File: src/rtl/ulbf_coeffs_pkg.sv
// Shared types and default widths for the coefficient read scheduler.
// Holds the scheduler state encoding and the DATA_W/ADDR_W/CNT_W defaults.
package ulbf_coeffs_pkg;

  localparam int DATA_W = 32;
  localparam int ADDR_W = 16;
  localparam int CNT_W  = 12;

  typedef enum logic [1:0] {
    ST_IDLE  = 2'd0,
    ST_RUN   = 2'd1,
    ST_DRAIN = 2'd2,
    ST_DONE  = 2'd3
  } state_t;

endpackage

File: src/rtl/ulbf_coeffs_rd_sched_if.sv
// AXI4-Stream bundle between the coefficient scheduler and its consumer.
// master: drives tdata/tvalid/tlast, samples tready; slave: the reverse.
interface ulbf_coeffs_rd_sched_if #(
  parameter int DATA_W = ulbf_coeffs_pkg::DATA_W
) ();

  logic [DATA_W-1:0] m_axis_tdata;
  logic              m_axis_tvalid;
  logic              m_axis_tlast;
  logic              m_axis_tready;

  modport master (
    output m_axis_tdata,
    output m_axis_tvalid,
    output m_axis_tlast,
    input  m_axis_tready
  );

  modport slave (
    input  m_axis_tdata,
    input  m_axis_tvalid,
    input  m_axis_tlast,
    output m_axis_tready
  );

endinterface

File: src/rtl/ulbf_coeffs_skid_fifo.sv
// Two-entry output FIFO; head entry drives the stream, stable until popped.
// Ports: i_in_* / o_in_ready write side, o_out_* / i_out_ready read side, o_count occupancy.
module ulbf_coeffs_skid_fifo #(
  parameter int W = 33
) (
  input  logic         i_clk,
  input  logic         i_rst,
  input  logic         i_in_valid,
  output logic         o_in_ready,
  input  logic [W-1:0] i_in_data,
  output logic         o_out_valid,
  input  logic         i_out_ready,
  output logic [W-1:0] o_out_data,
  output logic [1:0]   o_count
);

  logic [W-1:0] r_d0;
  logic [W-1:0] r_d1;
  logic [1:0]   r_cnt;
  logic         w_push;
  logic         w_pop;

  assign o_out_valid = (r_cnt != 2'd0);
  assign o_in_ready  = (r_cnt != 2'd2) | i_out_ready;
  assign o_out_data  = r_d0;
  assign o_count     = r_cnt;
  assign w_push      = i_in_valid & o_in_ready;
  assign w_pop       = o_out_valid & i_out_ready;

  always_ff @(posedge i_clk) begin
    if (i_rst) begin
      r_d0  <= '0;
      r_d1  <= '0;
      r_cnt <= 2'd0;
    end else begin
      unique case ({w_push, w_pop})
        2'b11: begin
          if (r_cnt == 2'd2) begin
            r_d0 <= r_d1;
            r_d1 <= i_in_data;
          end else begin
            r_d0 <= i_in_data;
          end
        end
        2'b10: begin
          if (r_cnt == 2'd0) r_d0 <= i_in_data;
          else               r_d1 <= i_in_data;
          r_cnt <= r_cnt + 2'd1;
        end
        2'b01: begin
          r_d0  <= r_d1;
          r_cnt <= r_cnt - 2'd1;
        end
        default: ;
      endcase
    end
  end

endmodule

File: src/rtl/ulbf_coeffs_rd_sched.sv
// Reads block_size*niter coefficient rows from BRAM port B and streams them out.
// Ports: go/sizes in, enb/addrb/doutb to BRAM, axis stream master, done status.
module ulbf_coeffs_rd_sched
  import ulbf_coeffs_pkg::*;
#(
  parameter int DATA_W = ulbf_coeffs_pkg::DATA_W,
  parameter int ADDR_W = ulbf_coeffs_pkg::ADDR_W,
  parameter int CNT_W  = ulbf_coeffs_pkg::CNT_W
) (
  input  logic              m_axis_clk,
  input  logic              m_axis_rst,
  input  logic              go,
  input  logic [CNT_W-1:0]  block_size,
  input  logic [CNT_W-1:0]  niter,
  input  logic [ADDR_W-1:0] rollover_addr,
  output logic              enb,
  output logic [ADDR_W-1:0] addrb,
  input  logic [DATA_W-1:0] doutb,
  ulbf_coeffs_rd_sched_if.master axis,
  output logic              done
);

  localparam logic [CNT_W-1:0]  C_ONE = CNT_W'(1);
  localparam logic [ADDR_W-1:0] A_ONE = ADDR_W'(1);

  state_t            r_state;
  logic              r_go;
  logic              r_dv;
  logic              r_dlast;
  logic [CNT_W-1:0]  r_bs;
  logic [CNT_W-1:0]  r_nit;
  logic [CNT_W-1:0]  r_beat;
  logic [CNT_W-1:0]  r_blk;
  logic [ADDR_W-1:0] r_roll;
  logic [ADDR_W-1:0] r_addr;

  logic              w_start;
  logic              w_zero;
  logic              w_pop;
  logic              w_can;
  logic              w_issue;
  logic              w_lbeat;
  logic              w_lblk;
  logic              w_in_rdy;
  logic [1:0]        w_occ;
  logic [2:0]        w_load;
  logic [DATA_W:0]   w_head;
  logic [CNT_W-1:0]  w_bs;
  logic [CNT_W-1:0]  w_nit;
  logic [CNT_W-1:0]  w_beat;
  logic [CNT_W-1:0]  w_blk;
  logic [ADDR_W-1:0] w_roll;
  logic [ADDR_W-1:0] w_addr;
  logic [ADDR_W-1:0] w_addr_nxt;

  assign w_start = ~m_axis_rst & go & ~r_go &
                   ((r_state == ST_IDLE) | (r_state == ST_DONE));
  assign w_zero  = (block_size == '0) | (niter == '0);

  // The first read goes out in the start cycle itself, so it
  // uses the live inputs and zeroed counters, not the latched copies.
  assign w_bs   = w_start ? block_size    : r_bs;
  assign w_nit  = w_start ? niter         : r_nit;
  assign w_roll = w_start ? rollover_addr : r_roll;
  assign w_beat = w_start ? '0            : r_beat;
  assign w_blk  = w_start ? '0            : r_blk;
  assign w_addr = w_start ? '0            : r_addr;

  // Slot accounting: a beat popped this cycle frees its slot.
  assign w_pop  = axis.m_axis_tvalid & axis.m_axis_tready;
  assign w_load = {1'b0, w_occ} + {2'b0, r_dv} - {2'b0, w_pop};
  assign w_can  = w_in_rdy & (w_load < 3'd2);

  assign w_issue = ~m_axis_rst & w_can &
                   ((w_start & ~w_zero) | (r_state == ST_RUN));

  assign w_lbeat = (w_beat == w_bs - C_ONE);
  assign w_lblk  = (w_blk == w_nit - C_ONE);

  // rollover 0 gives all-ones here, i.e. natural wrap.
  assign w_addr_nxt = (w_addr == w_roll - A_ONE) ? '0 : w_addr + A_ONE;

  assign enb   = w_issue;
  assign addrb = w_addr;
  assign done  = (r_state == ST_DONE);

  always_ff @(posedge m_axis_clk) begin
    if (m_axis_rst) begin
      r_state <= ST_IDLE;
      r_go    <= 1'b1;
      r_dv    <= 1'b0;
      r_dlast <= 1'b0;
      r_bs    <= '0;
      r_nit   <= '0;
      r_beat  <= '0;
      r_blk   <= '0;
      r_roll  <= '0;
      r_addr  <= '0;
    end else begin
      r_go    <= go;
      r_dv    <= w_issue;
      r_dlast <= w_lbeat;
      if (w_start) begin
        r_bs    <= block_size;
        r_nit   <= niter;
        r_roll  <= rollover_addr;
        r_beat  <= '0;
        r_blk   <= '0;
        r_addr  <= '0;
        r_state <= w_zero ? ST_DONE : ST_RUN;
      end else if (r_state == ST_DRAIN && w_occ == 2'd0 && !r_dv) begin
        r_state <= ST_DONE;
      end
      if (w_issue) begin
        r_addr <= w_addr_nxt;
        r_beat <= w_lbeat ? '0 : w_beat + C_ONE;
        if (w_lbeat) r_blk <= w_blk + C_ONE;
        if (w_lbeat && w_lblk) r_state <= ST_DRAIN;
      end
    end
  end

  ulbf_coeffs_skid_fifo #(
    .W (DATA_W + 1)
  ) u_fifo (
    .i_clk       (m_axis_clk),
    .i_rst       (m_axis_rst),
    .i_in_valid  (r_dv),
    .o_in_ready  (w_in_rdy),
    .i_in_data   ({r_dlast, doutb}),
    .o_out_valid (axis.m_axis_tvalid),
    .i_out_ready (axis.m_axis_tready),
    .o_out_data  (w_head),
    .o_count     (w_occ)
  );

  assign axis.m_axis_tdata = w_head[DATA_W-1:0];
  assign axis.m_axis_tlast = w_head[DATA_W];

endmodule
File: src/flat_wrapper.sv
// flat-port wrapper written by rule: the top's interface ports become plain ports
module ulbf_coeffs_rd_sched_flat import ulbf_coeffs_pkg::*;
#(
  parameter int DATA_W = ulbf_coeffs_pkg::DATA_W,
  parameter int ADDR_W = ulbf_coeffs_pkg::ADDR_W,
  parameter int CNT_W  = ulbf_coeffs_pkg::CNT_W
)
  (m_axis_clk, m_axis_rst, go, block_size, niter, rollover_addr, enb, addrb, doutb, done, axis_m_axis_tdata, axis_m_axis_tvalid, axis_m_axis_tlast, axis_m_axis_tready);
  ulbf_coeffs_rd_sched_if #(.DATA_W(DATA_W)) axis_i ();
  input  logic m_axis_clk;
  input  logic m_axis_rst;
  input  logic go;
  input  logic [CNT_W-1:0] block_size;
  input  logic [CNT_W-1:0] niter;
  input  logic [ADDR_W-1:0] rollover_addr;
  output logic enb;
  output logic [ADDR_W-1:0] addrb;
  input  logic [DATA_W-1:0] doutb;
  output logic done;
  output wire logic [$bits(axis_i.m_axis_tdata)-1:0] axis_m_axis_tdata;
  output wire logic [$bits(axis_i.m_axis_tvalid)-1:0] axis_m_axis_tvalid;
  output wire logic [$bits(axis_i.m_axis_tlast)-1:0] axis_m_axis_tlast;
  input wire logic [$bits(axis_i.m_axis_tready)-1:0] axis_m_axis_tready;
  assign axis_m_axis_tdata = axis_i.m_axis_tdata;
  assign axis_m_axis_tvalid = axis_i.m_axis_tvalid;
  assign axis_m_axis_tlast = axis_i.m_axis_tlast;
  assign axis_i.m_axis_tready = axis_m_axis_tready;
  ulbf_coeffs_rd_sched #(.DATA_W(DATA_W), .ADDR_W(ADDR_W), .CNT_W(CNT_W)) u_core (.m_axis_clk(m_axis_clk), .m_axis_rst(m_axis_rst), .go(go), .block_size(block_size), .niter(niter), .rollover_addr(rollover_addr), .enb(enb), .addrb(addrb), .doutb(doutb), .axis(axis_i), .done(done));
endmodule
File: config.mk
export PLATFORM = sky130hd
export DESIGN_NAME = ulbf_coeffs_rd_sched_flat
export DESIGN_NICKNAME = d
export VERILOG_FILES = /design/src/rtl/ulbf_coeffs_pkg.sv /design/src/rtl/ulbf_coeffs_rd_sched_if.sv /design/src/rtl/ulbf_coeffs_skid_fifo.sv /design/src/rtl/ulbf_coeffs_rd_sched.sv /design/src/flat_wrapper.sv
export SDC_FILE = /design/constraint.sdc
export NUM_CORES = 1
export LEC_CHECK = 0
export BUFFER_PORTS_ARGS = -buffer_cell sky130_fd_sc_hd__buf_2
export CAP_MARGIN = 15
export CORE_ASPECT_RATIO = 1.75
export CORE_MARGIN = 2
export CORE_UTILIZATION = 27
export DETAILED_ROUTE_END_ITERATION = 8
export PLACE_DENSITY_LB_ADDON = 0.12
export SLEW_MARGIN = 15
export SYNTH_ARGS = -nofsm -noshare
export SYNTH_HDL_FRONTEND = slang
export SYNTH_SLANG_ARGS = --single-unit
File: constraint.sdc
create_clock -name m_axis_clk -period 4.75 [get_ports m_axis_clk]
set_input_delay 0.7125 -clock m_axis_clk [delete_from_list [all_inputs] [get_ports m_axis_clk]]
set_output_delay 0.7125 -clock m_axis_clk [all_outputs]
set_load 0.005 [all_outputs]
# [Word-level counts from Yosys, hierarchy flattened]
# Index checks and enable logic that the tools add are counted.
[totals] input_bits=76 output_inout_bits=52 reg_bits=153 wordCells=92
[classes] n_reduce_logical=14 magnitude_cmp=1 add_sub_neg=10 mux=24 bitwise=16 eq_ne=14
[ops] op="33-bit two-way mux" count=4
[ops] op="33-bit one-hot mux with 3 select lines" count=1
[ops] op="12-bit two-way mux" count=8
[ops] op="33-bit one-hot mux with 2 select lines" count=1
[ops] op="16-bit two-way mux" count=4
[ops] op="12-bit by 1-bit adder with 12-bit output, second input constant" count=2
[ops] op="12-bit equality test" count=2
[ops] op="12-bit zero test" count=2
[ops] op="12-bit by 1-bit subtractor with 12-bit output, second input constant" count=2
[ops] op="16-bit by 1-bit adder with 16-bit output, second input constant" count=1
[ops] op="16-bit equality test" count=1
[ops] op="16-bit by 1-bit subtractor with 16-bit output, second input constant" count=1
[ops] op="2-bit equality test, second input constant" count=5
[ops] op="2-bit two-way mux" count=5
[ops] op="1-bit AND" count=9
[ops] op="2-bit != test, second input constant" count=3
[ops] op="2-bit nonzero test" count=3
[ops] op="2-bit by 1-bit equality test with 1-bit output, second input constant" count=2
[ops] op="2-bit zero test" count=2
[ops] op="1-bit bitwise OR" count=4
[ops] op="2-bit one-hot mux with 2 select lines" count=1
[ops] op="2-bit by 1-bit adder with 3-bit output" count=1
[ops] op="1-bit logical AND" count=3
[ops] op="3-bit by 2-bit < comparator with 1-bit output, second input constant" count=1
[ops] op="other kinds (9)" count=11

# [Longest topological paths before layout]
[depth] ltp_word=10 mapped_depth=20 ltp_nobuf=15

# [Modules after synthesis]
# Synthesis repeated with hierarchy kept, for this count alone.
[hier_totals] cells_unflattened=1136 hier_area_um2=8959.8
[by_module_without_submodules] mod="ulbf_coeffs_rd_sched" seq_area_each_um2=1701.6 area_per_inst_um2=5699.2 n_inst=1 cells_per_inst=739
[by_module_without_submodules] mod="ulbf_coeffs_skid_fifo" seq_area_each_um2=1361.3 area_per_inst_um2=3260.6 n_inst=1 cells_per_inst=397

# [Least setup slack after synthesis]
# Ideal clock, no wire load.
[synth_path] path_type="input port to flip-flop" start="input port m_axis_rst" end="register u_core.r_addr[11]" setup_time_ps=135 n_path_buf=8 required_time_ps=4615 path_stages=18 path_slack_ps=-113 t_arrival_ps=4729 path_cell_list="buf_2 -> nor4bb_1 -> buf_4 -> buf_2 -> buf_2 -> buf_1 -> clkbuf_1 -> mux2i_1 -> ha_1 -> buf_4 -> nor4b_1 -> xnor2_1 -> or4_1 -> a2111oi_0 -> o2111ai_1 -> nor4_4 -> buf_4 -> nor3_1"
[synth_between] elab_chain_cells=9 word_cells_on_any_way=15 cone_classes="2 x add/sub; 1 x eq/ne; 4 x mux; 8 x bitwise"
[synth_rtl] item="start, declared" line_no="flat_wrapper.sv:11" text="input logic m_axis_rst;"
[synth_rtl] item="1-bit NOT" line_no="ulbf_coeffs_rd_sched.sv:56, ulbf_coeffs_rd_sched.sv:74"
[synth_rtl] item="1-bit AND (3 in series)" line_no="ulbf_coeffs_rd_sched.sv:56" text="assign w_start = ~m_axis_rst & go & ~r_go &"
[synth_rtl] item="16-bit two-way mux" line_no="ulbf_coeffs_rd_sched.sv:64" text="assign w_roll = w_start ? rollover_addr : r_roll;"
[synth_rtl] item="16-bit by 1-bit subtractor with 16-bit output" line_no="ulbf_coeffs_rd_sched.sv:81" text="assign w_addr_nxt = (w_addr == w_roll - A_ONE) ? '0 : w_addr + A_ONE;"
[synth_rtl] item="16-bit equality test" line_no="ulbf_coeffs_rd_sched.sv:81"
[synth_rtl] item="16-bit two-way mux" line_no="ulbf_coeffs_rd_sched.sv:81"
[synth_rtl] item="16-bit two-way mux" line_no="ulbf_coeffs_rd_sched.sv:114" text="if (w_issue) begin"
[synth_rtl] item="end signal, assigned" line_no="ulbf_coeffs_rd_sched.sv:115" text="r_addr <= w_addr_nxt;"
[synth_rtl] item="end, declared" line_no="ulbf_coeffs_rd_sched.sv:35" text="logic [ADDR_W-1:0] r_addr;"
# Several ways; a longest one is shown, not always the timed one.
# A chain may end at the register's enable or synchronous reset.

# [Worst setup path in the final report]
[layout_path] start="register u_core.u_fifo.r_cnt[0], in the netlist u_core.u_fifo.o_count[0]" end="output port enb"
[layout_between] elab_chain_cells=7 word_cells_on_any_way=10 cone_classes="2 x add/sub; 1 x order compare; 1 x eq/ne; 5 x bitwise; 1 x reduce/logical"
[layout_rtl] item="start, declared" line_no="ulbf_coeffs_skid_fifo.sv:19" text="logic [1:0] r_cnt;"
[layout_rtl] item="start signal, assigned" line_no="ulbf_coeffs_skid_fifo.sv:48" text="r_cnt <= r_cnt + 2'd1;"
[layout_rtl] item="start signal, assigned" line_no="ulbf_coeffs_skid_fifo.sv:52" text="r_cnt <= r_cnt - 2'd1;"
[layout_rtl] item="parallel branches: the longest is 4 deep, another holds 2-bit by 1-bit adder with 3-bit output"
[layout_rtl] item="1-bit AND *" line_no="ulbf_coeffs_rd_sched.sv:72" text="assign w_can = w_in_rdy & (w_load < 3'd2);"
[layout_rtl] item="1-bit AND * (2 in series)" line_no="ulbf_coeffs_rd_sched.sv:74" text="assign w_issue = ~m_axis_rst & w_can &"
[layout_rtl] item="end, declared" line_no="flat_wrapper.sv:16" text="output logic enb;"
# Mark *: on every way between the ends.

==> parameters.txt <==
Parameter                              Value

Worst setup path
  Buffers and inverters on the worst path    5
  Chain of cells forming the critical path    nor2_2 > inv_1 > nand2_1 > inv_1 > ha_1 > nand2b_1 > fa_1 > nor2b_1 > o21a_1 > a41oi_4 > inv_1 > buf_4 > buf_2
  Most frequent cell on the critical path    sky130_fd_sc_hd__inv_1
  Startpoint-to-endpoint class of the critical path    flop to output port
  Capturing element type of the critical path    output port
  Top Family by Delay on Critical Path    buffers and inverters
  Required time at the endpoint of the critical path    4.04 ns
  Library cell contributing the largest single delay on the critical path    sky130_fd_sc_hd__fa_1
  Max incr delay on CP    0.48 ns
  Critical Path AT    3.65 ns
  Type of element launching the critical path    flop
  Maximum fanout along the worst path    13

Synth
  Most used flip-flop cell after synthesis    sky130_fd_sc_hd__dfxtp_1
  Largest area contributor in the netlist    sky130_fd_sc_hd__dfxtp_1
  Sequential share of the synthesized area    33.8%
  Area of the mapped netlist    9070 um2
  Ranking of synthesized cells by area    sky130_fd_sc_hd__dfxtp_1 34%, sky130_fd_sc_hd__nand2_1 9.6%, sky130_fd_sc_hd__a21oi_1 6.8%
  Share of the synthesized area in the top cell type    33.8%
  Ys Warns    0
  Most instantiated library cell after synthesis    sky130_fd_sc_hd__nand2_1
  Most used standard cells in the synthesized netlist    232 x sky130_fd_sc_hd__nand2_1, 153 x sky130_fd_sc_hd__dfxtp_1, 123 x sky130_fd_sc_hd__a21oi_1, 73 x sky130_fd_sc_hd__nor2_1, 61 x sky130_fd_sc_hd__clkbuf_1
  Synthesized area per cell    7.68 um2
  Share of flip-flops with an asynchronous set or reset    0%
  Nets in the synthesized netlist    1271
  FF+latch count, synth    153
  Cell count after synthesis    1181
  Number of flops mapped to enable cells by yosys    0
  Number of different library cells in the post-synthesis netlist    75

STA
  Post-layout minimum cycle time    4.36 ns
  Unrepaired setup endpoints after global routing    false
  Hold Vio Cnt, Final    0
  Slew at the pin closest to its max-slew limit    0.841 ns
  PnR worst setup slack    0.388 ns
  Max-slew headroom at the worst pin    43.9%
  Final Setup Violations    0
  Number of pins exceeding their max-slew limit in the final report    0
  Clk_skew    0.00760 ns
  Highest Clock Rate    0.229 GHz
  Total negative slack for setup checks    0 ns
  Portion of the clock cycle consumed by the worst path in the final layout    91.8%

Power and ir drop
  P_leak    4.13 nW
  Net Sw Frac    35.9%
  Internal cell power    2.65 mW
  P per Cell Area    386 nW/um2
  Clk pwr share    34.1%
  Largest voltage drop on the vdd net    251 uV
  Switching component of the power    1.49 mW
  Relative contribution of combinational cells to total power    29.9%
  Final Total Pwr    4.13 mW
  Flop pwr share    36.1%

CTS
  Clock root cell    sky130_fd_sc_hd__clkbuf_16
  Clock transition time at the flip-flop clock pins of the worst setup and hold paths    0.07 ns
  Clock tree from TritonCTS    done
  Number of CTS-inserted buffers    17
  Maximum clock insertion buffer count    2
  Number of sinks handled by clock tree synthesis    153
  H-tree depth    4
  Worst-skew pair later-pin latency    0.45 ns

Floorplan
  Die Span Y    247 um
  Placeable Area    33000 um2
  Area enclosed by the die boundary    35100 um2
  Starting density of the core    27.5%
  I/O pin cnt    128
  # rows    88
  Die width    143 um

GRT
  Overflow after GRT    0
  Initial antenna violation count    1
  Global-route wire length before repair    49.7 mm
  Largest net degree at the start of global routing    69
  Total track usage    18.1%
  Vias in the first global route    8783

Drt
  Wire per inst    18.5 um
  Via density per instance    5.33
  Initial DRC Count    406
  Residual antenna-violating net count after detailed routing    0
  DRC    0
  Routed via count    8971
  Sum of routed wire length over all layers    31.1 mm
  Number of search-and-repair iterations in the first detailed-routing pass    5

Min path
  Worst min-delay path category    flop to flop

Layout
  Diodes inserted    0
  Share of post-route cells with drive strength above 1    17.3%
  Final Net Count    1356
  Area grow syn2layout    18.0%
  Filler instances    3568

Placement
  Final HPWL from detailed placement    22.2 mm
  Worst-case setup slack after placement    0.320 ns
  Number of I/O port buffers    127
  Gpl congestion    0.837

Flow run
  MaxCap Viol Count    0

Run status
  Outcome    completed
==> path summary, 6_finish.rpt <==
path                       startpoint          endpoint  slack [ns]  cells after the start
max          u_core.u_fifo.o_count[0]               enb        0.39                     13
min                  u_core.r_nit[11]  u_core.r_nit[11]        0.47                      2
max reg2reg         u_core.r_state[0]  u_core.r_addr[9]        0.43                     13
min reg2reg          u_core.r_nit[11]  u_core.r_nit[11]        0.47                      2
==> logic make-up (layout without fill, tap and decap cells) <==
group,after synthesis,in the layout,synth area share (%)
AOI/OAI and AO/OA,280,280,21.3
xor gates and xnor gates,80,80,7.72
adders and majority gates,14,14,2.01
buffers and inverters,107,205,4.95
DFF,153,153,33.8
muxes,14,14,1.57
and+or+nand+nor,533,533,28.7
==> sequential cells by signal, summed over array words and instances (netlist names) <==
signal and flops:
u_core.r_dv 1, u_core.r_blk 12, u_core.r_go 1, u_core.u_fifo.o_count 2, u_core.r_bs 12, u_core.r_addr 16, u_core.r_beat 12, u_core.r_dlast 1
u_core.r_roll 16, u_core.r_state 2, u_core.u_fifo.o_out_data 33, u_core.r_nit 12, u_core.u_fifo.r_d1 33
==> worst reg2reg max path: stages (launching register included) <==
cell                        delay (ns)
sky130_fd_sc_hd__dfxtp_1          0.36
sky130_fd_sc_hd__inv_1            0.07
sky130_fd_sc_hd__ha_1             0.34
sky130_fd_sc_hd__nor4bb_4         0.71
sky130_fd_sc_hd__mux2i_1          0.32
sky130_fd_sc_hd__ha_1             0.20
sky130_fd_sc_hd__nor4b_1          0.35
sky130_fd_sc_hd__xnor2_1          0.10
sky130_fd_sc_hd__or4_1            0.40
sky130_fd_sc_hd__a2111oi_0        0.56
sky130_fd_sc_hd__o2111ai_1        0.25
sky130_fd_sc_hd__nor4_4           0.18
sky130_fd_sc_hd__buf_4            0.26
sky130_fd_sc_hd__nor3_1           0.08
==> per-layer routing <==
layer,wire length (um),global-route usage (%)
met2,17000,34.1
met4,911,7.11
met3,1020,3.01
met5,13,0
met1,12200,19.8
==> power by group through the flow <==
stage          combinational, mW  sequential (mW)  clock, mW
2_1_floorplan              0.835             1.50          0
6_report                    1.23             1.49       1.41
3_3_place_gp                1.25             1.52          0
5_1_grt                     1.40             1.51       1.51
4_1_cts                     1.26             1.49       1.46
3_5_place_dp                1.25             1.52          0
==> per-stage QoR <==
| step | area, um2 | cells | util [%] | hold slack (ns) |
|---|---|---|---|---|
| global placement | 10100 | 1652 | 30.6 | 0.456 |
| floorplan | 9080 | 1181 | - | 0.445 |
| global route | 10700 | 1684 | 32.4 | 0.488 |
| CTS | 10700 | 1684 | 32.4 | 0.474 |
| finish | 10700 | 1684 | 32.4 | 0.468 |
| detailed placement | 10100 | 1652 | 30.6 | 0.464 |
==> cell usage in the layout, fill, tap and decap left out, types with 20 or more instances in the layout <==
cell type and instances:
sky130_fd_sc_hd__dfxtp_1 153, sky130_fd_sc_hd__nor2_1 72, sky130_fd_sc_hd__nand4_1 20, sky130_fd_sc_hd__xor2_1 37, sky130_fd_sc_hd__nand3_1 38, sky130_fd_sc_hd__a21oi_1 122
sky130_fd_sc_hd__xnor2_1 43, sky130_fd_sc_hd__nand2_1 232, sky130_fd_sc_hd__a221oi_1 33, sky130_fd_sc_hd__buf_4 29, sky130_fd_sc_hd__buf_2 126, sky130_fd_sc_hd__a311oi_1 33
sky130_fd_sc_hd__nor3_1 48
==> cell type report <==
class	count	area, um2	share of cell area [%]
Sequential cell	153	3060	28.6
Clock inverter	15	168	1.57
Clock buffer	17	425	3.97
Timing Repair Buffer	155	848	7.93
Inverter	18	67.6	0.631
Tap cell	405	507	4.73
Multi-Input combinational cell	921	5620	52.5
==> timing repair <==
item	4_1_cts	5_1_grt
hold endpoints to repair	0	0
gates resized for setup	0	1
hold buffers	0	0
endpoints found under the setup margin	0	1
buffers inserted	0	0
Note: power is estimated with default switching activity, not from simulation.
